`config.mk`:
```
export PLATFORM = sky130hd
export DESIGN_NAME = packet_serializer
export DESIGN_NICKNAME = d
export VERILOG_FILES = /design/src/rtl/memoredf_pkg.sv /design/src/rtl/packet_serializer.sv
export SDC_FILE = /design/constraint.sdc
export NUM_CORES = 1
export LEC_CHECK = 0
export BUFFER_PORTS_ARGS = -buffer_cell sky130_fd_sc_hd__buf_2
export CAP_MARGIN = 5
export CORE_AREA = 10 10 399 401
export CTS_CLUSTER_DIAMETER = 100
export DETAILED_ROUTE_END_ITERATION = 8
export DIE_AREA = 0 0 409 411
export PLACE_DENSITY = 0.42
export SYNTH_ARGS = -nofsm -noshare
export SYNTH_HDL_FRONTEND = slang
export SYNTH_SLANG_ARGS = --single-unit
```
`constraint.sdc`:
```
create_clock -name clock -period 3.7 [get_ports clock]
set_input_delay 0.37 -clock clock [delete_from_list [all_inputs] [get_ports clock]]
set_output_delay 0.37 -clock clock [all_outputs]
set_load 0.005 [all_outputs]
```
`src/rtl/memoredf_pkg.sv`:
```
// Packet field layout and FSM state encoding
// shared by the packet serializer and its users.
package memoredf_pkg;

   localparam int ADDR_W   = 40;
   localparam int ID_W     = 16;
   localparam int LEN_W    = 8;
   localparam int SIZE_W   = 3;
   localparam int BURST_W  = 2;
   localparam int LOCK_W   = 1;
   localparam int CACHE_W  = 4;
   localparam int PROT_W   = 3;
   localparam int QOS_W    = 4;
   localparam int REGION_W = 4;
   localparam int USER_W   = 16;

   localparam int ADDR_OFF   = 0;
   localparam int ID_OFF     = ADDR_OFF + ADDR_W;
   localparam int LEN_OFF    = ID_OFF + ID_W;
   localparam int SIZE_OFF   = LEN_OFF + LEN_W;
   localparam int BURST_OFF  = SIZE_OFF + SIZE_W;
   localparam int LOCK_OFF   = BURST_OFF + BURST_W;
   localparam int CACHE_OFF  = LOCK_OFF + LOCK_W;
   localparam int PROT_OFF   = CACHE_OFF + CACHE_W;
   localparam int QOS_OFF    = PROT_OFF + PROT_W;
   localparam int REGION_OFF = QOS_OFF + QOS_W;
   localparam int USER_OFF   = REGION_OFF + REGION_W;
   localparam int WR_OFF     = USER_OFF + USER_W;
   localparam int HDR_W      = WR_OFF + 1;

   localparam int DEF_BEATS  = 4;
   localparam int DEF_DATA_W = 128;
   localparam int DEF_STRB_W = DEF_DATA_W / 8;
   localparam int STRB_OFF   = HDR_W;
   localparam int DATA_OFF   = STRB_OFF + DEF_BEATS * DEF_STRB_W;
   localparam int PKT_W      = DATA_OFF + DEF_BEATS * DEF_DATA_W;

   typedef enum logic [1:0] {
      S_IDLE,
      S_ADDR,
      S_WDATA,
      S_ACK
   } ser_state_e;

endpackage

```
`src/rtl/packet_serializer.sv`:
```
// Issues one captured packet as an AXI4 read or write
// (address phase, then W beats for writes), then acks.
module packet_serializer
   import memoredf_pkg::*;
#(
   parameter int DATA_SIZE  = PKT_W,
   parameter int ADDR_WIDTH = ADDR_W,
   parameter int ID_WIDTH   = ID_W,
   parameter int DATA_WIDTH = DEF_DATA_W,
   parameter int MAX_BEATS  = DEF_BEATS
) (
   input  logic                    clock,
   input  logic                    reset,
   input  logic [DATA_SIZE-1:0]    selector_to_serializer_packet,
   input  logic                    scheduler_to_serializer_activate_signal,
   output logic                    serializer_to_scheduler_consumed,

   output logic                    m_axi_arvalid,
   output logic [ID_WIDTH-1:0]     m_axi_arid,
   output logic [ADDR_WIDTH-1:0]   m_axi_araddr,
   output logic [7:0]              m_axi_arlen,
   output logic [2:0]              m_axi_arsize,
   output logic [1:0]              m_axi_arburst,
   output logic                    m_axi_arlock,
   output logic [3:0]              m_axi_arcache,
   output logic [2:0]              m_axi_arprot,
   output logic [3:0]              m_axi_arqos,
   output logic [3:0]              m_axi_arregion,
   output logic [15:0]             m_axi_aruser,
   input  logic                    m_axi_arready,

   output logic                    m_axi_awvalid,
   output logic [ID_WIDTH-1:0]     m_axi_awid,
   output logic [ADDR_WIDTH-1:0]   m_axi_awaddr,
   output logic [7:0]              m_axi_awlen,
   output logic [2:0]              m_axi_awsize,
   output logic [1:0]              m_axi_awburst,
   output logic                    m_axi_awlock,
   output logic [3:0]              m_axi_awcache,
   output logic [2:0]              m_axi_awprot,
   output logic [3:0]              m_axi_awqos,
   output logic [3:0]              m_axi_awregion,
   output logic [15:0]             m_axi_awuser,
   input  logic                    m_axi_awready,

   output logic                    m_axi_wvalid,
   output logic [DATA_WIDTH-1:0]   m_axi_wdata,
   output logic [DATA_WIDTH/8-1:0] m_axi_wstrb,
   output logic                    m_axi_wlast,
   input  logic                    m_axi_wready
);

   localparam int STRB_W = DATA_WIDTH / 8;
   localparam int D_OFF  = STRB_OFF + MAX_BEATS * STRB_W;
   localparam int CNT_W  = (MAX_BEATS > 1) ? $clog2(MAX_BEATS) : 1;
   localparam logic [LEN_W-1:0] LEN_CAP = LEN_W'(MAX_BEATS - 1);

   ser_state_e state_q, state_d;

   logic [DATA_SIZE-1:0] pkt_q, pkt_d;
   logic [CNT_W-1:0]     cnt_q, cnt_d;

   logic             activate;
   logic             is_wr;
   logic             ax_ready;
   logic             last_beat;
   logic [LEN_W-1:0] len_raw;
   logic [LEN_W-1:0] len_eff;

   logic [DATA_WIDTH-1:0] beat_data [MAX_BEATS];
   logic [STRB_W-1:0]     beat_strb [MAX_BEATS];

   assign activate  = scheduler_to_serializer_activate_signal;
   assign is_wr     = pkt_q[WR_OFF];
   assign len_raw   = pkt_q[LEN_OFF +: LEN_W];
   assign len_eff   = (len_raw > LEN_CAP) ? LEN_CAP : len_raw;
   assign last_beat = (cnt_q == len_eff[CNT_W-1:0]);
   assign ax_ready  = is_wr ? m_axi_awready : m_axi_arready;

   always_comb begin
      for (int k = 0; k < MAX_BEATS; k++) begin
         beat_strb[k] = pkt_q[STRB_OFF + k*STRB_W +: STRB_W];
         beat_data[k] = pkt_q[D_OFF + k*DATA_WIDTH +: DATA_WIDTH];
      end
   end

   always_ff @(posedge clock or negedge reset) begin
      if (!reset) begin
         state_q <= S_IDLE;
      end else begin
         state_q <= state_d;
      end
   end

   always_comb begin
      state_d = state_q;
      unique case (state_q)
         S_IDLE: begin
            if (activate) state_d = S_ADDR;
         end
         S_ADDR: begin
            if (ax_ready) state_d = is_wr ? S_WDATA : S_ACK;
         end
         S_WDATA: begin
            if (m_axi_wready && last_beat) state_d = S_ACK;
         end
         S_ACK: begin
            state_d = S_IDLE;
         end
         default: begin
            state_d = S_IDLE;
         end
      endcase
   end

   always_ff @(posedge clock or negedge reset) begin
      if (!reset) begin
         pkt_q <= '0;
         cnt_q <= '0;
      end else begin
         pkt_q <= pkt_d;
         cnt_q <= cnt_d;
      end
   end

   // Packet input is only looked at while idle
   always_comb begin
      pkt_d = pkt_q;
      cnt_d = cnt_q;
      if (state_q == S_IDLE && activate) begin
         pkt_d = selector_to_serializer_packet;
      end
      if (state_q == S_ADDR) begin
         cnt_d = '0;
      end
      if (state_q == S_WDATA && m_axi_wready) begin
         cnt_d = last_beat ? '0 : cnt_q + 1'b1;
      end
   end

   always_comb begin
      m_axi_arvalid = 1'b0;
      m_axi_awvalid = 1'b0;
      m_axi_wvalid  = 1'b0;
      m_axi_wlast   = 1'b0;
      serializer_to_scheduler_consumed = 1'b0;
      unique case (state_q)
         S_ADDR: begin
            m_axi_arvalid = !is_wr;
            m_axi_awvalid = is_wr;
         end
         S_WDATA: begin
            m_axi_wvalid = 1'b1;
            m_axi_wlast  = last_beat;
         end
         S_ACK: begin
            serializer_to_scheduler_consumed = 1'b1;
         end
         default: begin
         end
      endcase
   end

   assign m_axi_arid     = pkt_q[ID_OFF +: ID_WIDTH];
   assign m_axi_araddr   = pkt_q[ADDR_OFF +: ADDR_WIDTH];
   assign m_axi_arlen    = len_eff;
   assign m_axi_arsize   = pkt_q[SIZE_OFF +: SIZE_W];
   assign m_axi_arburst  = pkt_q[BURST_OFF +: BURST_W];
   assign m_axi_arlock   = pkt_q[LOCK_OFF];
   assign m_axi_arcache  = pkt_q[CACHE_OFF +: CACHE_W];
   assign m_axi_arprot   = pkt_q[PROT_OFF +: PROT_W];
   assign m_axi_arqos    = pkt_q[QOS_OFF +: QOS_W];
   assign m_axi_arregion = pkt_q[REGION_OFF +: REGION_W];
   assign m_axi_aruser   = pkt_q[USER_OFF +: USER_W];

   assign m_axi_awid     = pkt_q[ID_OFF +: ID_WIDTH];
   assign m_axi_awaddr   = pkt_q[ADDR_OFF +: ADDR_WIDTH];
   assign m_axi_awlen    = len_eff;
   assign m_axi_awsize   = pkt_q[SIZE_OFF +: SIZE_W];
   assign m_axi_awburst  = pkt_q[BURST_OFF +: BURST_W];
   assign m_axi_awlock   = pkt_q[LOCK_OFF];
   assign m_axi_awcache  = pkt_q[CACHE_OFF +: CACHE_W];
   assign m_axi_awprot   = pkt_q[PROT_OFF +: PROT_W];
   assign m_axi_awqos    = pkt_q[QOS_OFF +: QOS_W];
   assign m_axi_awregion = pkt_q[REGION_OFF +: REGION_W];
   assign m_axi_awuser   = pkt_q[USER_OFF +: USER_W];

   assign m_axi_wdata = beat_data[cnt_q];
   assign m_axi_wstrb = beat_strb[cnt_q];

endmodule

```
==> flow_summary.toml, run 1 <==
[setup_path]
cp-start-kind = "flip-flop"
cp.arrival_ns = 2.79
cp-end-kind = "output pin"
reg2reg_from = "cnt_q[1]"
required_ns = 3.33
r2r-end = "state_q[1]"
ff2ff_setup_slack_ns = 1.27
crit_fanout = 45
rr_worst_depth = 4
crit_type = "flip-flop to output pin"

[global_routing]
grt_max_degree = 116
grt_pass1_vias = 25190
gr-total-overflow = 0
antenna_found_initial = 43
track_usage = 0.1435
grt_pass1_wl_um = 179500

[run_status]
status = "complete, no violations"

[floorplanning]
initial_utilization = 0.1999
core-area_um2 = 151200
io_pins = 1035
fp-row-count = 143
dieArea_um2 = 168100
die_w_um = 409
die_h_um = 411

[finish]
layout_commonest_cell = "buf_2"
fin_area_um2 = 46720
final_util = 0.3090
syn2layout_area_growth_pct = 54.61
finish.net_count = 4109
layout_common_cells = "buf_2 (1,021), dfrtp_1 (680), mux2_2 (678), dlygate4sd3_1 (678), mux4_2 (144)"
layout-drive-gt1-share = 0.5914

[logic_synthesis]
synth_edf_count = 0
synthArstFlopShare = 1.000
ys_seq_area_frac = 0.5648
synth_cell_type_count = 31
synthCells = 1853
ys_ff_latch = 682
synth_area_per_cell_um2 = 16.31
yosysWarningCount = 0
synth_area_um2 = 30220
ys.flop_type = "dfrtp_1"

[place]
dp_hpwl_um = 96330
place_area_um2 = 36790
routabilityCongestion = 0.7741
port_buffers = 1022

[sta]
finalSetupTns_ns = 0
report.final.slew_viol_count = 0
fin_crit_sh = 0.8553
setup_violations = 0
fin_skew_ns = 0.03301
period_needed_ns = 3.165
max-slew-margin-rel = 0.2681
rsz0062_at_grt = "false"
worst_pin_slew_ns = 1.098
hold_viol = 0
fmax_mhz = 316.0

[worst_hold_path]
min_path_type = "primary input to flip-flop"
min_from = "m_axi_wready"
min_to = "cnt_q[1]"
whs_path_depth = 3

[routing]
drt_iter0_drc = 1051
via_per_inst = 3.956
wl_per_cell_um = 22.40
wl_um = 124400
drcViolationCount = 0
num_vias = 21980
ant_nets = 0
first_pass_iters = 5

[power_and_ir_drop]
p_per_area_nw_per_um2 = 804.3
ir_worst_vdd_mv = 0.4202
p_leak_uw = 0.02085

[clock_network]
tritoncts = "built"
cts_buffers = 89
cts_htree_levels = 3
cts_num_sinks = 682
path_clk_slew_ns = 0.06
cts-root-buf = "clkbuf_16"
cts_setup_buffers = 0
clock_latency_ns = 0.68
clk_path_buf_depth = 3

[job]
max-cap-violations = 0
-- layout make-up --
cell class                 count  area [um2]
clock buffer                 133        2562
tap                         2030        2540
clock inverter                33       508.0
inverter                       4       15.01
antenna                       30       75.07
multi-input combinational    871       11230
fill                       15200      104500
timing repair buffer        1772       12710
sequential                   682       17070
-- through the flow --
| step | total power (uW) | hold slack, ns | cells | setup WS, ns |
|---|---|---|---|---|
| final | 37580 | 0.1218 | 5555 | 0.5355 |
| after global routing | 39920 | 0.07831 | 5549 | 0.3703 |
| after CTS | 38310 | 0.03293 | 5525 | 0.4131 |
| after detailed placement | 28370 | 0.4441 | 4681 | 1.202 |
| after global placement | 28290 | 0.4427 | 4681 | 1.226 |
| after floorplan | 22660 | 0.07441 | 1864 | 1.601 |
-- state kept, by name (all words and copies together) (netlist names) --
name / flops
pkt_q: 678
cnt_q: 2
state_q: 2
-- synthesized netlist by cell type (all sizes together) (2+ instances only) --
| cell type | count | area share |
|---|---|---|
| mux2 | 679 | 0.25 |
| nor2 | 2 | 0.00033 |
| mux4 | 144 | 0.11 |
| or2 | 2 | 0.00041 |
| buf | 253 | 0.058 |
| mux2i | 2 | 0.00066 |
| dfrtp | 682 | 0.56 |
| clkbuf | 54 | 0.0067 |
| a31oi | 2 | 0.00041 |
| inv | 4 | 0.00050 |
| ha | 5 | 0.0021 |
| nand2 | 6 | 0.00083 |
| a21oi | 5 | 0.00083 |
-- kinds of logic (layout without fill, tap and decap cells) --
family | Yosys count | after routing | synth area share
adder cells (fa/ha/maj) | 5 | 5 | 0.002070
XOR/XNOR | 1 | 1 | 0.0002899
flip-flops | 682 | 682 | 0.5648
AO/OA/AOI/OAI | 12 | 12 | 0.002692
multiplexers | 825 | 825 | 0.3612
AND/OR/NAND/NOR | 16 | 16 | 0.003686
buffers and inverters | 311 | 1942 | 0.06518
other | 1 | 42 | 0.0001241
-- metal layers --
layer | routed length (um) | vias to the layer above | track usage
li1 | - | 9722 | -
met1 | 47780 | 11290 | 0.1619
met2 | 64920 | 781 | 0.2573
met3 | 8163 | 179 | 0.04424
met4 | 3524 | 6 | 0.04415
met5 | 33 | - | 0
-- report_power, final --
group          switching, uW  internal (uW)  total [uW]
Combinational           5800           8590       14400
Clock                   3650           5350        9000
Sequential              2860          11300       14200
Total                  12300          25300       37600
-- worst max path at each step --
stage / startpoint / endpoint / slack [ns] / cells past startpoint
floorplan: state_q[0] / pkt_q[138] / 1.60 / 7
global placement: cnt_q[1] / m_axi_wdata[115] / 1.23 / 3
detailed placement: cnt_q[1] / m_axi_wdata[115] / 1.20 / 3
CTS: cnt_q[1] / m_axi_wdata[115] / 0.41 / 3
global route: cnt_q[1] / m_axi_wlast / 0.37 / 4
finish: cnt_q[1] / m_axi_wdata[115] / 0.54 / 3
-- timing repair --
action                                  4_1_cts  5_1_grt
endpoints found under the hold margin       729        0
hold buffers                                678        0
gates resized for setup                       0        0
endpoints found under the setup margin        0        0
-- worst max-delay path, stage by stage, from the launching register on --
cell     delay (ns)
dfrtp_4        1.12
buf_12         0.31
mux4_2         0.32
buf_2          0.23
(Power assumes the default switching activity.)
==> run 2, diff against run 1 <==
ABC_AREA = 1   (was not set)
CAP_MARGIN = not set   (was 5)
CORE_AREA = 10 10 391 393   (was 10 10 399 401)
DIE_AREA = 0 0 401 403   (was 0 0 409 411)
PLACE_DENSITY = 0.43   (was 0.42)
==> run 2 against run 1 <==
Net effect: cell count is 8.2% higher; routed wire length up 4.0%; worst setup slack got worse by 0.14 ns; first-iteration DRC count rose by 17%; sequential cell count is the same; critical path type unchanged.
==> flow_summary.toml, run 2 <==
[place]
dp_hpwl_um = 94750
port_buffers = 1022
dp_slack_ns = 0.9603
routabilityCongestion = 0.8493

[sta]
setup_violations = 0
fin_crit_sh = 0.8941
hold_slack_ns = 0.1277
layout_setup_ws_ns = 0.3918
hold_viol = 0
finalSetupTns_ns = 0
fin_skew_ns = 0.03077
period_needed_ns = 3.308
fmax_mhz = 302.3
max-slew-margin-rel = 0.4196
worst_pin_slew_ns = 0.8705
rsz0062_at_grt = "false"
report.final.slew_viol_count = 0

[floorplanning]
initial_utilization = 0.2125
fp-row-count = 140
die_w_um = 401
die_h_um = 403
dieArea_um2 = 161600
core-area_um2 = 145000
io_pins = 1035

[finish]
largest_reg_flops = 678
largest-register = "pkt_q"
final_util = 0.3201
layout_commonest_cell = "buf_2"
layout_common_cells = "buf_2 (1,021), dfrtp_1 (680), dlygate4sd3_1 (679), mux2_2 (480), nor2_1 (296)"
syn2layout_area_growth_pct = 50.66
finish.net_count = 4700
reg.largest.list = "pkt_q x678, cnt_q x2, state_q x2"
layout-drive-gt1-share = 0.4197

[worst_hold_path]
min_from = "m_axi_wready"
min_path_type = "primary input to flip-flop"
min_to = "cnt_q[1]"
whs_path_depth = 6

[routing]
num_vias = 25470
via_per_inst = 4.239
wl_per_cell_um = 21.53
drcViolationCount = 0
first_pass_iters = 5
ant_nets = 0
drt_iter0_drc = 1229
wl_um = 129400

[logic_synthesis]
yosysWarningCount = 0
ys.flop_type = "dfrtp_1"
synthCells = 2510
ys_top_cells_by_count = "dfrtp_1 (682), mux2_2 (480), nor2_1 (296)"
synth_area_per_cell_um2 = 12.28
synth_area_um2 = 30820
synth_top_area_frac = 0.5538
synth_edf_count = 0
yosysMostFrequentCell = "dfrtp_1"
ys_seq_area_frac = 0.5538
yosys.area.top_type = "dfrtp_1"
synth_area_leaders = "dfrtp_1 (55%), mux2_2 (18%), mux2_1 (6.9%), buf_4 (4.9%), o21ai_0 (4.7%)"
ys_ff_latch = 682
synthArstFlopShare = 1.000
synth_cell_type_count = 19

[power_and_ir_drop]
ir_worst_vdd_mv = 0.4008
p_per_area_nw_per_um2 = 798.2
p_leak_uw = 0.02099

[job]
max-cap-violations = 0

[setup_path]
r2r-end = "pkt_q[17]"
required_ns = 3.33
ff2ff_setup_slack_ns = 1.27
cp.arrival_ns = 2.94
cp-start-kind = "flip-flop"
reg2reg_from = "state_q[0]"
crit_fanout = 87
cp-end-kind = "output pin"
rr_worst_depth = 5
crit_type = "flip-flop to output pin"

[clock_network]
clk_path_buf_depth = 3
clock_latency_ns = 0.67
cts_htree_levels = 3
cts-root-buf = "clkbuf_16"
path_clk_slew_ns = 0.06
cts_num_sinks = 682
cts_setup_buffers = 0
tritoncts = "built"
cts_buffers = 86

[global_routing]
grt_pass1_vias = 28010
gr-total-overflow = 0
antenna_found_initial = 24
grt_pass1_wl_um = 191200
track_usage = 0.1545
grt_max_degree = 116

[run_status]
status = "complete, no violations"
-- run 2: cell types whose count changed after synthesis, sizes merged, moves of 3 or more --
| cell | change |
|---|---|
| buf | +45 |
| clkbuf | +18 |
| inv | +9 |
| mux2 | -3 |
| mux4 | -144 |
| nand2 | +14 |
| nand3 | +6 |
| nor2 | +294 |
| o21ai | +290 |
| o22ai | +145 |
-- run 2: cell families after synthesis --
group | Yosys count | share of synthesized area
other | 1 | 0.0001217
AOI/OAI and AO/OA | 439 | 0.07718
adders and majority gates | 5 | 0.002030
DFF | 682 | 0.5538
buffers and inverters | 383 | 0.07929
and+or+nand+nor | 324 | 0.03987
muxes | 676 | 0.2477
-- run 2: how the worst max path moves through the flow --
stage | startpoint | endpoint | slack, ns | cells past startpoint
global placement | cnt_q[1] | m_axi_wdata[109] | 0.97 | 5
global route | cnt_q[1] | m_axi_wdata[109] | 0.21 | 5
finish | cnt_q[0] | m_axi_wdata[109] | 0.39 | 5
detailed placement | cnt_q[1] | m_axi_wdata[109] | 0.96 | 5
CTS | cnt_q[1] | m_axi_wdata[109] | 0.19 | 5
floorplan | state_q[0] | pkt_q[622] | 2.01 | 7
-- run 2: what timing repair did --
action                    in CTS  in global routing
gates resized for setup        0                  0
hold buffers                 679                  0
hold endpoints to repair     727                  0
-- run 2: final cells by class --
class	instances	area, um2
fillers	14800	98610
flip-flops and latches	682	17070
repair buffers	1772	12720
multi-input cells	1456	11360
well taps	1917	2399
clock buffers	122	2397
clock inverters	29	380.4
inverters	13	61.31
diodes	18	45.04
-- run 2: stage by stage --
step           area, um2  total power [uW]  instances
5_1_grt            46410             39490       6001
2_1_floorplan      30860             22530       2521
6_report           46430             37060       6009
3_5_place_dp       36810             28370       5161
4_1_cts            46390             37660       5991
3_3_place_gp       36810             28260       5161
-- run 2: metal layers --
layer	wire [um]	up-vias	track usage
li1	-	11630	-
met1	54700	12810	0.1891
met2	62780	842	0.2633
met3	7909	190	0.04047
met4	3983	4	0.05003
met5	15	-	0
-- run 2: worst max-delay path, stage by stage (launching register included) --
cell     delay, ns
dfrtp_4       0.53
inv_8         0.47
buf_4         0.40
o21ai_0       0.12
o22ai_1       0.41
buf_2         0.21
-- run 2: report_power, final --
group | internal [uW] | total (uW) | leakage (uW) | switching [uW]
registers | 11300 | 13900 | 0.00803 | 2560
clock network | 4950 | 8440 | 0.00137 | 3480
logic | 7360 | 14700 | 0.0116 | 7370
